===== config.mk =====
export PLATFORM = sky130hd
export DESIGN_NAME = fetch_unit
export DESIGN_NICKNAME = d
export VERILOG_FILES = /design/src/rtl/fetch_pkg.sv /design/src/rtl/fetch_fifo.sv /design/src/rtl/fetch_unit.sv
export SDC_FILE = /design/constraint.sdc
export NUM_CORES = 1
export LEC_CHECK = 0
export BUFFER_PORTS_ARGS = -buffer_cell sky130_fd_sc_hd__buf_4
export CAP_MARGIN = 15
export CORE_UTILIZATION = 50
export CTS_BUF_LIST = sky130_fd_sc_hd__clkbuf_4 sky130_fd_sc_hd__clkbuf_8
export CTS_CLUSTER_DIAMETER = 120
export DETAILED_ROUTE_END_ITERATION = 16
export MAX_ROUTING_LAYER = met4
export PLACE_DENSITY = 0.73
export SYNTH_ARGS = -nofsm -noshare
export SYNTH_HDL_FRONTEND = slang
export SYNTH_HIERARCHICAL = 1
export SYNTH_SLANG_ARGS = --single-unit

===== constraint.sdc =====
create_clock -name clk -period 5.8 [get_ports clk]
set_input_delay 1.16 -clock clk [delete_from_list [all_inputs] [get_ports clk]]
set_output_delay 1.16 -clock clk [all_outputs]
set_load 0.01 [all_outputs]

===== src/rtl/fetch_pkg.sv =====
// Shared types and constants for the instruction fetch unit.
package fetch_pkg;

  localparam int unsigned XLEN = 32;
  localparam logic [XLEN-1:0] RESET_PC_DEFAULT = 32'h0000_0000;

  // REQ: request issued, WAIT: live response pending,
  // DROP: pending response belongs to a flushed path, HALT: misaligned target seen.
  typedef enum logic [1:0] {
    ST_REQ,
    ST_WAIT,
    ST_DROP,
    ST_HALT
  } fetch_state_e;

  typedef struct packed {
    logic [XLEN-1:0] instr;
    logic [XLEN-1:0] pc;
  } fetch_entry_t;

endpackage


===== src/rtl/fetch_fifo.sv =====
// Instruction buffer between fetch and decode: DEPTH-entry {instr, pc} FIFO
// with synchronous flush. DEPTH must be 2 or 4.
module fetch_fifo
  import fetch_pkg::*;
#(
  parameter int unsigned DEPTH = 2
) (
  input  logic         clk,
  input  logic         reset,
  input  logic         push,
  input  fetch_entry_t push_entry,
  input  logic         pop,
  input  logic         flush,
  output fetch_entry_t head,
  output logic         empty,
  output logic         full
);

  localparam int unsigned PW = (DEPTH > 2) ? 2 : 1;
  localparam int unsigned CW = PW + 1;
  localparam logic [CW-1:0] DEPTH_C = CW'(DEPTH);

  fetch_entry_t   mem [DEPTH];
  logic [PW-1:0]  wr_ptr;
  logic [PW-1:0]  rd_ptr;
  logic [CW-1:0]  count;
  logic           do_push;
  logic           do_pop;

  assign empty   = (count == '0);
  assign full    = (count == DEPTH_C);
  assign do_pop  = pop && !empty;
  assign do_push = push && (!full || do_pop);
  assign head    = mem[rd_ptr];

  // Storage, pointers and occupancy; flush empties the buffer in one edge.
  always_ff @(posedge clk or negedge reset) begin
    if (!reset) begin
      wr_ptr <= '0;
      rd_ptr <= '0;
      count  <= '0;
      mem    <= '{default: '0};
    end else if (flush) begin
      wr_ptr <= '0;
      rd_ptr <= '0;
      count  <= '0;
    end else begin
      if (do_push) begin
        mem[wr_ptr] <= push_entry;
        wr_ptr      <= wr_ptr + PW'(1);
      end
      if (do_pop) begin
        rd_ptr <= rd_ptr + PW'(1);
      end
      if (do_push && !do_pop) begin
        count <= count + CW'(1);
      end else if (do_pop && !do_push) begin
        count <= count - CW'(1);
      end
    end
  end

endmodule


===== src/rtl/fetch_unit.sv =====
// Instruction fetch unit: single-outstanding memory fetch FSM feeding a
// registered instruction buffer, with redirect/flush handling.
// Optional feature macro FETCH_MISALIGN_EN: a misaligned redirect target
// halts fetch and raises a sticky misalign_err; otherwise the low target
// bits are cleared.
module fetch_unit
  import fetch_pkg::*;
#(
  parameter logic [XLEN-1:0] RESET_PC = RESET_PC_DEFAULT,
  parameter int unsigned     DEPTH    = 2
) (
  input  logic            clk,
  input  logic            reset,
  output logic            imem_req,
  output logic [XLEN-1:0] imem_addr,
  input  logic            imem_gnt,
  input  logic            imem_rvalid,
  input  logic [XLEN-1:0] imem_rdata,
  output logic            instr_valid,
  output logic [XLEN-1:0] instr,
  output logic [XLEN-1:0] instr_pc,
  output logic [XLEN-1:0] instr_pcplus4,
  input  logic            decode_ready,
  input  logic            redirect_valid,
  input  logic [XLEN-1:0] redirect_pc,
  output logic            misalign_err
);

  localparam logic [XLEN-1:0] ALIGN_MASK = ~XLEN'(3);

  fetch_state_e    state_q, state_d;
  logic [XLEN-1:0] pc_q, pc_d;
  logic [XLEN-1:0] tag_q, tag_d;
  logic            run_q;
  logic            bad_target;
  logic            push, pop, flush;
  logic            fifo_empty, fifo_full;
  fetch_entry_t    head, push_entry;

`ifdef FETCH_MISALIGN_EN
  logic misalign_q;
  assign bad_target   = |redirect_pc[1:0];
  assign misalign_err = misalign_q;

  // Sticky error: set when the FSM is about to halt, cleared only by reset.
  always_ff @(posedge clk or negedge reset) begin
    if (!reset) begin
      misalign_q <= 1'b0;
    end else if (state_d == ST_HALT) begin
      misalign_q <= 1'b1;
    end
  end
`else
  assign bad_target   = 1'b0;
  assign misalign_err = 1'b0;
`endif

  assign imem_addr     = pc_q;
  assign push_entry    = '{instr: imem_rdata, pc: tag_q};
  assign instr_valid   = !fifo_empty;
  assign instr         = instr_valid ? head.instr : '0;
  assign instr_pc      = instr_valid ? head.pc : '0;
  assign instr_pcplus4 = instr_valid ? head.pc + XLEN'(4) : '0;
  assign pop           = instr_valid && decode_ready && !redirect_valid;

  // State, fetch PC, tag of the outstanding request and post-reset start flag.
  always_ff @(posedge clk or negedge reset) begin
    if (!reset) begin
      state_q <= ST_REQ;
      pc_q    <= RESET_PC;
      tag_q   <= '0;
      run_q   <= 1'b0;
    end else begin
      state_q <= state_d;
      pc_q    <= pc_d;
      tag_q   <= tag_d;
      run_q   <= 1'b1;
    end
  end

  // Next-state, fetch PC and buffer control; redirect outranks push and pop.
  // A request is only raised while the buffer can absorb its response, so
  // a push can never meet a full buffer.
  always_comb begin
    state_d  = state_q;
    pc_d     = pc_q;
    tag_d    = tag_q;
    push     = 1'b0;
    flush    = 1'b0;
    imem_req = run_q && (state_q == ST_REQ) && !fifo_full;

    if ((state_q != ST_HALT) && redirect_valid) begin
      flush = 1'b1;
      if (bad_target) begin
        state_d = ST_HALT;
      end else begin
        pc_d = redirect_pc & ALIGN_MASK;
        unique case (state_q)
          ST_REQ:          if (imem_req && imem_gnt) state_d = ST_DROP;
          ST_WAIT, ST_DROP: state_d = imem_rvalid ? ST_REQ : ST_DROP;
          default:         state_d = state_q;
        endcase
      end
    end else begin
      unique case (state_q)
        ST_REQ: begin
          if (imem_req && imem_gnt) begin
            tag_d   = pc_q;
            pc_d    = pc_q + XLEN'(4);
            state_d = ST_WAIT;
          end
        end
        ST_WAIT: begin
          if (imem_rvalid) begin
            push    = 1'b1;
            state_d = ST_REQ;
          end
        end
        ST_DROP: begin
          if (imem_rvalid) state_d = ST_REQ;
        end
        default: state_d = ST_HALT;
      endcase
    end
  end

  fetch_fifo #(
    .DEPTH (DEPTH)
  ) u_fifo (
    .clk        (clk),
    .reset      (reset),
    .push       (push),
    .push_entry (push_entry),
    .pop        (pop),
    .flush      (flush),
    .head       (head),
    .empty      (fifo_empty),
    .full       (fifo_full)
  );

endmodule


==> flow_summary.toml, run 1 <==
[run_status]
status = "finished, final reports clean"

[hold_path]
min_to = "u_fifo/mem[26]"
hp-start = "u_fifo/mem[26]"
hold_path_class = "flip-flop to flip-flop"
hold_depth = 1

[yosys]
async_reset_ff_frac = 1.00
syn_avg_cell_area_um2 = 11.8
ys_ff_latch = 195
syn_area_mm2 = 0.0103
synth_cells = 870
synth_edf_count = 0
ys.flop_type = "dfrtp_1"
ys_warn_count = 6
synth.distinct_cells = 50
synth-seq-area-share = 0.475

[global_routing]
grt_usage = 0.237
grt_start_max_net_pins = 112
grt.busiest_layer = "met2"
grt_pass1_wl_um = 38400
grtUsageMet3 = 0.0406
met1_usage = 0.335
antenna_found_initial = 0
gr-total-overflow = 0
use_met2 = 0.353
grt_pass1_vias = 7225

[timing]
period_minus_slack_ps = 4600
fin_tns_setup_ps = 0
setup_violations = 0
holdWs_ps = 509
slew_viol_final = 0
skew_ps = 16.0
tightest_slew_ps = 977
worst_slew_margin_rel = 0.349
rsz0062_at_grt = "no"
finalCritPeriodShare = 0.794
max_freq_mhz = 217
hold_viol_final = 0

[die]
io_pins = 201
die_w_um = 145
die-area_mm2 = 0.0211
fp.dieH_um = 145
fp.coreArea_mm2 = 0.0202
row_count = 52
initial_utilization = 0.509

[critical_path]
cp_common_cell = "buf_4"
crit_path_end_kind = "output port"
worstSetupPathType = "flip-flop to output port"
r2r_start = "state_q[0]"
rr_endpoint = "u_fifo/mem[126]"
crit_buf_inv = 2
cp_cell_sequence = "buf_4 > mux2_2 > and2_1 > nand4_1 > or4_1 > a21oi_1 > buf_4"
worstPathMaxFanout = 30
critPathSlowestCell = "or4_1"
crit_start = "u_fifo/rd_ptr"
reg2reg_slack_ps = 2380
crit_path_max_incr_delay_ps = 630
crit_family = "simple AND/OR/NAND/NOR gates"
arrival_ps = 3440
cp-start-kind = "flip-flop"
r2r_cells = 6
worstPathRequired_ps = 4640

[power]
p_switching_w = 0.00182
power_frac_clock = 0.167
powerDensity_mw_per_mm2 = 424
ir_worst_vdd_v = 0.000212
p_leak_nw = 5.66
p_total_w = 0.00520
combPwrFrac = 0.378
internal-power_w = 0.00338
sequentialPowerShare = 0.455
netSwitchingFraction = 0.350

[drt]
drt_iter0_markers = 317
wire_per_inst_um = 17.9
drc_errors = 0
vias = 7428
routed_via_density = 5.60
drt_wl_total_um = 23800
ant_nets = 0
firstDrtPassIters = 5

[clock_network]
numCtsBuffers = 17
ctsHoldBuffers = 0
clock-root-buffer = "clkbuf_8"
tritoncts = "built"
postCtsSetupBuffers = 0
h-tree-depth = 4
clock-sinks = 195
path_clk_slew_ps = 100
clock_latency_ps = 470
ctsResizeCount = 0
clockBufferDepth = 2

[final_layout]
layout-drive-gt1-share = 0.445
nNetsFinal = 1119
post-route-cell-area_mm2 = 0.0123
area_growth_pct = 19.4
fillers = 1742
antenna_cells = 0

[place]
port_buffers = 195
gp_congestion = 0.860
place_hpwl_um = 16200
place_area_mm2 = 0.0119

[job]
drv_cap = 0
[cells in the final DEF (no fill, tap or decap), types with 2 or more instances in the layout]
cell type and n:
buf_4 203, dfrtp_1 194, mux2_2 174, nor2b_1 66, mux2_4 49, nor2_1 37
nand2_1 34, o21ai_0 27, or4_1 23, nand4_1 20, or3_1 19, o31ai_1 19
a21oi_1 19, clkbuf_8 19, a31oi_1 18, nand3_1 16, inv_1 13, xnor2_1 11
xor2_1 11, nor3_1 10, conb_1 8, nor4_1 6, ha_1 6, clkinv_2 5
and4_1 4, and3_1 4, inv_6 4, and2_1 2, nor3b_1 2, nand4_2 2
o211ai_1 2, a21o_1 2, inv_8 2, a211oi_1 2, nand2b_1 2
[layer usage]
metal	up-vias	part of all wire
met1	3673	0.48
met4	0	0.010
met3	19	0.056
met5	-	0
met2	251	0.46
li1	3485	-
[state kept, by name, summed over array words and instances (netlist names)]
signal	count
run_q	1
u_fifo/rd_ptr	1
u_fifo/wr_ptr	1
imem_addr	30
state_q	2
tag_q	30
u_fifo/mem	128
u_fifo/count	2
[cell families after synthesis]
kind of cell / Yosys count / share of synthesized area
flip-flops: 195 / 0.475
XOR/XNOR: 22 / 0.0188
adder cells (fa/ha/maj): 6 / 0.00731
other: 2 / 0.000731
multiplexers: 224 / 0.263
buffers and inverters: 69 / 0.0341
AO/OA/AOI/OAI: 93 / 0.0549
AND/OR/NAND/NOR: 259 / 0.146
[layout make-up]
| type | instances | area (um^2) | area share |
|---|---|---|---|
| Clock buffer | 19 | 255 | 0.0208 |
| Clock inverter | 13 | 120 | 0.00980 |
| Inverter | 13 | 48.8 | 0.00398 |
| Multi-Input combinational cell | 612 | 5080 | 0.414 |
| Sequential cell | 195 | 4880 | 0.398 |
| Tap cell | 270 | 338 | 0.0276 |
| Timing Repair Buffer | 204 | 1540 | 0.125 |
[worst reg2reg max path: cells and delay by family (launching register included)]
kind / cells / cell delay, ps
and+or+nand+nor: 3 / 1770
buffers and inverters: 1 / 530
DFF: 1 / 430
muxes: 1 / 350
adders and majority gates: 1 / 220
[Yosys cell counts (18+ instances only)]
cell,number,area [um^2]
nor2b_1,66,413
nand4_1,20,125
o21ai_0,27,135
or4_1,23,173
nand2_1,34,128
mux2_4,49,736
o31ai_1,19,143
nor2_1,39,146
a31oi_1,18,113
a21oi_1,19,95.1
or3_1,19,119
clkbuf_1,28,105
mux2_2,174,1960
dfrtp_1,195,4880
[how the worst max path moves through the flow]
stage	cells past startpoint	to	slack [ps]
3_5_place_dp	7	instr_pcplus4[25]	1670
4_1_cts	7	instr_pcplus4[25]	1120
3_3_place_gp	7	instr_pcplus4[25]	1670
2_1_floorplan	8	instr_pcplus4[26]	2050
5_1_grt	7	instr_pcplus4[25]	980
6_report	7	instr_pcplus4[25]	1200
[power groups by stage]
stage	Combinational (W)	Clock [W]	Sequential [W]
6_report	0.00197	0.000865	0.00236
3_3_place_gp	0.00191	0	0.00235
2_1_floorplan	0.00138	0	0.00226
5_1_grt	0.00213	0.000944	0.00245
3_5_place_dp	0.00197	0	0.00238
4_1_cts	0.00198	0.000895	0.00236
[metrics by stage]
step | util | cells | setup WS [ps]
2_1_floorplan | - | 876 | 2050
3_3_place_gp | 0.589 | 1294 | 1670
3_5_place_dp | 0.589 | 1294 | 1670
4_1_cts | 0.608 | 1326 | 1120
5_1_grt | 0.608 | 1326 | 982
6_report | 0.608 | 1326 | 1200
No activity file was read; power rests on OpenSTA's default activity.
==> inputs of run 2 (changes only) <==
--- a/config.mk
+++ b/config.mk
@@ -12,7 +12,7 @@
 export CTS_CLUSTER_DIAMETER = 120
 export DETAILED_ROUTE_END_ITERATION = 16
 export MAX_ROUTING_LAYER = met4
-export PLACE_DENSITY = 0.73
+export PLACE_DENSITY = 0.76
 export SYNTH_ARGS = -nofsm -noshare
 export SYNTH_HDL_FRONTEND = slang
 export SYNTH_HIERARCHICAL = 1
==> constraint.sdc (replaced) <==
create_clock -name clk -period 3.92 [get_ports clk]
set_input_delay 0.784 -clock clk [delete_from_list [all_inputs] [get_ports clk]]
set_output_delay 0.784 -clock clk [all_outputs]
set_load 0.01 [all_outputs]
==> run 2 against run 1 <==
Against the previous run: combinational power rose by 48%; cell count rose by 0.53%; clock-buffer cell count increased by 3; utilization is 0.55 points higher; clock skew is 6.4 ps lower; setup slack worse by 1000 ps; routed wire length down 1.2%; via count grew 0.22%; first-iteration DRC count up 10%; critical path type unchanged; critical endpoint is now instr_pcplus4[27]; largest cell class unchanged; highest routed layer unchanged.
==> flow_summary.toml, run 2 (synthesis gave the netlist of run 1 again) <==
[critical_path]
crit_path_max_incr_delay_ps = 520
crit_start = "u_fifo/rd_ptr"
cp_common_cell = "buf_4"
crit_buf_inv = 3
worstPathRequired_ps = 3140
r2r_start = "u_fifo/count[0]"
r2r_cells = 6
cp-start-kind = "flip-flop"
crit_family = "simple AND/OR/NAND/NOR gates"
worstSetupPathType = "flip-flop to output port"
worstPathMaxFanout = 17
critPathSlowestCell = "or4_1"
crit_path_end_kind = "output port"
arrival_ps = 2980
cp_cell_sequence = "buf_4 > buf_6 > mux2_2 > nand4_1 > or3_1 > or4_1 > a21oi_1 > buf_4"
path_depth = 8

[place]
gp_congestion = 0.841
place_inst = 1301
dp_slack_ps = 576
port_buffers = 195
place_hpwl_um = 16200

[final_layout]
nNetsFinal = 1126
fillers = 1715
multiInputGateArea_mm2 = 0.00508
final_cell_mix = "buf_4 (206), dfrtp_1 (194), mux2_2 (174), nor2b_1 (66), mux2_4 (49)"
final_cells = 1333
antenna_cells = 0
area_growth_pct = 20.4
seq_area_mm2 = 0.00488
regMostFlops = "u_fifo/mem"
final_core_util = 0.613
largest_reg_flops = 128
layout-drive-gt1-share = 0.449
final_common_cell = "buf_4"

[drt]
firstDrtPassIters = 5
drc_errors = 0
drt_iter0_markers = 350
drt_wl_total_um = 23500
ant_nets = 0
routed_via_density = 5.58
wire_per_inst_um = 17.6
vias = 7444

[power]
ir_worst_vdd_v = 0.000323
p_leak_nw = 5.70
powerDensity_mw_per_mm2 = 621
p_total_w = 0.00768

[job]
drv_cap = 0

[timing]
setup_violations = 0
hold_viol_final = 0
tightest_slew_ps = 991
fin_tns_setup_ps = 0
skew_ps = 9.59
max_freq_mhz = 266
worst_slew_margin_rel = 0.339
worst_slack_ps = 157
period_minus_slack_ps = 3760
finalCritPeriodShare = 0.960
slew_viol_final = 0
rsz0062_at_grt = "no"

[die]
die_w_um = 145
fp.dieH_um = 145
io_pins = 201
fp.coreArea_mm2 = 0.0202
row_count = 52
die-area_mm2 = 0.0211
initial_utilization = 0.509

[clock_network]
postCtsSetupBuffers = 0
path_clk_slew_ps = 100
clock-root-buffer = "clkbuf_8"
numCtsBuffers = 17
clockBufferDepth = 2
tritoncts = "built"
h-tree-depth = 4
clock-sinks = 195
ctsResizeCount = 0
ctsHoldBuffers = 0
clock_latency_ps = 450

[hold_path]
hold_path_class = "primary input to async pin"

[global_routing]
grt_pass1_vias = 7120
grt_pass1_wl_um = 38300
grt_usage = 0.234
antenna_found_initial = 0
gr-total-overflow = 0
grt_start_max_net_pins = 97

[run_status]
status = "finished, final reports clean"
-- run 2: stage by stage --
step / hold slack (ps) / instance area (um^2)
finish: 359 / 12400
global route: 399 / 12400
CTS: 382 / 12400
detailed placement: 490 / 12000
global placement: 483 / 12000
floorplan: 475 / 10300
-- run 2: worst register-to-register path: stages, from the launching register on --
cell and delay, ps:
dfrtp_1 510, nor2_4 50, nor3b_1 560, nor3b_1 230, or4b_4 690, buf_12 280
mux2_4 430
-- run 2: layer usage --
metal / track usage / vias up / routed length (um)
li1: - / 3492 / -
met1: 0.338 / 3691 / 11300
met2: 0.341 / 241 / 10700
met3: 0.0415 / 20 / 1230
met4: 0.0584 / 0 / 214
met5: - / - / 0
-- run 2: cell type report --
cell class / instances / share of cell area
Multi-Input combinational cell: 612 / 0.411
Sequential cell: 195 / 0.395
Timing Repair Buffer: 211 / 0.132
Tap cell: 270 / 0.0273
Clock buffer: 22 / 0.0235
Clock inverter: 10 / 0.00819
Inverter: 13 / 0.00394
-- run 2: path summary, 6_finish.rpt --
kind / slack [ps] / to
setup / recovery: 160 / instr_pcplus4[27]
max in group asynchronous: 2640 / u_fifo/mem[56]
hold / removal: 360 / u_fifo/mem[57]
min in group clk: 510 / u_fifo/mem[34]
setup reg to reg: 1070 / u_fifo/mem[117]
hold reg to reg: 510 / u_fifo/mem[34]
-- run 2: report_power, final --
group / leakage, nW / switching [W] / internal (W)
logic: 3.03 / 0.00126 / 0.00166
clock network: 0.198 / 0.000688 / 0.000574
registers: 2.48 / 0.000679 / 0.00281
total: 5.70 / 0.00263 / 0.00505
==> inputs of run 3 (changes only) <==
--- a/config.mk
+++ b/config.mk
@@ -5,6 +5,7 @@
 export SDC_FILE = /design/constraint.sdc
 export NUM_CORES = 1
 export LEC_CHECK = 0
+export ABC_AREA = 1
 export BUFFER_PORTS_ARGS = -buffer_cell sky130_fd_sc_hd__buf_4
 export CAP_MARGIN = 15
 export CORE_UTILIZATION = 50
@@ -12,7 +13,7 @@
 export CTS_CLUSTER_DIAMETER = 120
 export DETAILED_ROUTE_END_ITERATION = 16
 export MAX_ROUTING_LAYER = met4
-export PLACE_DENSITY = 0.76
+export PLACE_DENSITY = 0.75
 export SYNTH_ARGS = -nofsm -noshare
 export SYNTH_HDL_FRONTEND = slang
 export SYNTH_HIERARCHICAL = 1
==> run 3 against run 2 <==
Against the previous run: register-to-register slack lost 150 ps; global-route usage grew 2.0 points; via count grew 35%; flip-flop and latch count is the same; die area grew 11%; critical endpoint is now instr_pcplus4[23]; largest power group is now combinational cells.
==> flow_summary.toml, run 3 <==
[power]
sequentialPowerShare = 0.395
p_leak_nw = 6.83
power_frac_clock = 0.176
p_switching_w = 0.00337
powerDensity_mw_per_mm2 = 601
internal-power_w = 0.00463
combPwrFrac = 0.429
netSwitchingFraction = 0.421
ir_worst_vdd_v = 0.000291

[critical_path]
reg2reg_slack_ps = 920
rr_endpoint = "u_fifo/mem[115]"
r2r_cells = 11
r2r_start = "u_fifo/count[1]"
critPathSlowestCell = "dfrtp_2"
endpoint = "instr_pcplus4[23]"
cp_cell_sequence = "inv_2 > buf_4 > nand2_1 > nand2_1 > nand2_1 > nor2_1 > nand2_1 > nor2_1 > nand2_1 > nand2_1 > nand2_1 > nor2_1 > buf_4"
worstPathRequired_ps = 3140
cp-start-kind = "flip-flop"
crit_start = "u_fifo/rd_ptr"
worstSetupPathType = "flip-flop to output port"
worstPathMaxFanout = 17
arrival_ps = 2730
crit_path_end_kind = "output port"
crit_path_max_incr_delay_ps = 410
cp_common_cell = "nand2_1"

[final_layout]
nNetsFinal = 1801
regMostFlops = "u_fifo/mem"
largest_reg_flops = 128
area_growth_pct = 16.9
final_common_cell = "nand2_1"
fillers = 2098
antenna_cells = 0
layout-drive-gt1-share = 0.231
seq_area_mm2 = 0.00488
final_cell_mix = "nand2_1 (575), buf_4 (210), dfrtp_1 (194), inv_1 (191), nor2_1 (189)"
multiInputGateArea_mm2 = 0.00526

[yosys]
ys.flop_type = "dfrtp_1"
synth_top_family_by_area = "simple AND/OR/NAND/NOR gates"
synth_common_cells = "nand2_1 (575), dfrtp_1 (195), inv_1 (193)"
synth_edf_count = 0
ys_warn_count = 6
synthTopCellsByArea = "dfrtp_1 (43%), nand2_1 (19%), o21ai_2 (9.2%), inv_1 (6.4%), nor2_1 (6.2%)"
async_reset_ff_frac = 1.00
synth-xor-area-share = 0.0100
synth-seq-area-share = 0.429
synth_cells = 1563
synth_area_leader_cell = "dfrtp_1"
synth.distinct_cells = 33
ys_ff_latch = 195
synth_most_common_cell = "nand2_1"
syn_area_mm2 = 0.0114
synth-compound-area-share = 0.128
synth_fa_ha_area_frac = 0.00659
syn_avg_cell_area_um2 = 7.28
synthSimpleGateAreaFrac = 0.315
muxShareOfSynthArea = 0
synth.top_cell.area_share = 0.429

[drt]
vias = 10058
ant_nets = 0
wire_per_inst_um = 13.7
firstDrtPassIters = 7
drt_iter0_markers = 689
drc_errors = 0
drt_wl_total_um = 27600
routed_via_density = 4.98

[timing]
fin_tns_setup_ps = 0
skew_ps = 14.8
period_minus_slack_ps = 3510
worst_slew_margin_rel = 0.431
holdWs_ps = 327
finalCritPeriodShare = 0.897
tightest_slew_ps = 854
setup_violations = 0
max_freq_mhz = 284
rsz0062_at_grt = "no"
hold_viol_final = 0
slew_viol_final = 0

[clock_network]
ctsHoldBuffers = 0
path_clk_slew_ps = 100
tritoncts = "built"
postCtsSetupBuffers = 0
ctsResizeCount = 0
numCtsBuffers = 17
clock_latency_ps = 470
clockBufferDepth = 2
clock-sinks = 195
clock-root-buffer = "clkbuf_8"
h-tree-depth = 4

[place]
place_hpwl_um = 19800
gp_congestion = 0.918
port_buffers = 195

[global_routing]
antenna_found_initial = 0
grt_pass1_wl_um = 46700
grt_usage = 0.254
gr-total-overflow = 0
grt_pass1_vias = 9466
grt_start_max_net_pins = 85

[die]
die_w_um = 153
die-area_mm2 = 0.0234
fp.dieH_um = 153
io_pins = 201
row_count = 54
initial_utilization = 0.515
fp.coreArea_mm2 = 0.0221

[run_status]
status = "finished, final reports clean"

[job]
drv_cap = 0

[hold_path]
hold_path_class = "primary input to async pin"
-- run 3: changes by cell type in the layout (fill, tap and decap cells not counted), moves of 23 or more --
cell     change
o21ai_2    +119
mux2_2     -174
nand3_1     +43
nor2b_1     -66
nand2_1    +541
nor2_1     +152
mux2_4      -49
inv_1      +178
or4_1       -23
-- run 3: final cells by class --
cell class	instances	area share
multi-input combinational	1099	0.395
sequential	195	0.367
timing repair buffer	213	0.123
inverter	199	0.0561
tap	280	0.0263
clock buffer	18	0.0182
clock inverter	14	0.0145
-- run 3: worst max-delay path, delay by kind of cell, from the launching register on --
family                 cells  cell delay, ps
AND/OR/NAND/NOR           10            1180
buffers and inverters      3             670
flip-flops                 1             410
-- run 3: per-stage QoR --
step | instance area (um^2) | setup slack (ps) | std cells | utilization | power (W)
after floorplan | 11400 | 1010 | 1567 | - | 0.00534
after global placement | 12900 | 918 | 1986 | 0.583 | 0.00651
after detailed placement | 12900 | 922 | 1986 | 0.583 | 0.00663
after CTS | 13300 | 382 | 2018 | 0.602 | 0.00806
after global routing | 13300 | 91.8 | 2018 | 0.602 | 0.00865
final | 13300 | 405 | 2018 | 0.602 | 0.00799
-- run 3: worst min path at each step --
| stage | startpoint | end | slack (ps) | cells past startpoint |
|---|---|---|---|---|
| global route | reset | u_fifo/mem[45] | 340 | 1 |
| detailed placement | u_fifo/mem[60] | u_fifo/mem[60] | 470 | 2 |
| global placement | u_fifo/mem[63] | u_fifo/mem[63] | 460 | 2 |
| floorplan | tag_q[4] | tag_q[4] | 450 | 2 |
| finish | reset | u_fifo/mem[45] | 330 | 1 |
| CTS | reset | u_fifo/mem[112] | 330 | 1 |
-- run 3: routing by layer --
layer	share of wire	track usage
met5	0	-
met4	0.0099	0.0630
met3	0.050	0.0369
met2	0.45	0.383
met1	0.49	0.359
-- run 3: cell families (layout without fill, tap and decap cells) --
group,Yosys count,after routing
XOR/XNOR,13,13
AO/OA/AOI/OAI,195,195
buffers and inverters,273,444
other,2,6
AND/OR/NAND/NOR,879,879
adder cells (fa/ha/maj),6,6
flip-flops,195,195
-- run 3: power by group through the flow --
stage               logic [W]  clock network, W  registers (W)
finish                0.00343           0.00141        0.00316
global route          0.00387           0.00153        0.00326
CTS                   0.00345           0.00145        0.00315
detailed placement    0.00344                 0        0.00319
global placement      0.00336                 0        0.00316
floorplan             0.00226                 0        0.00308
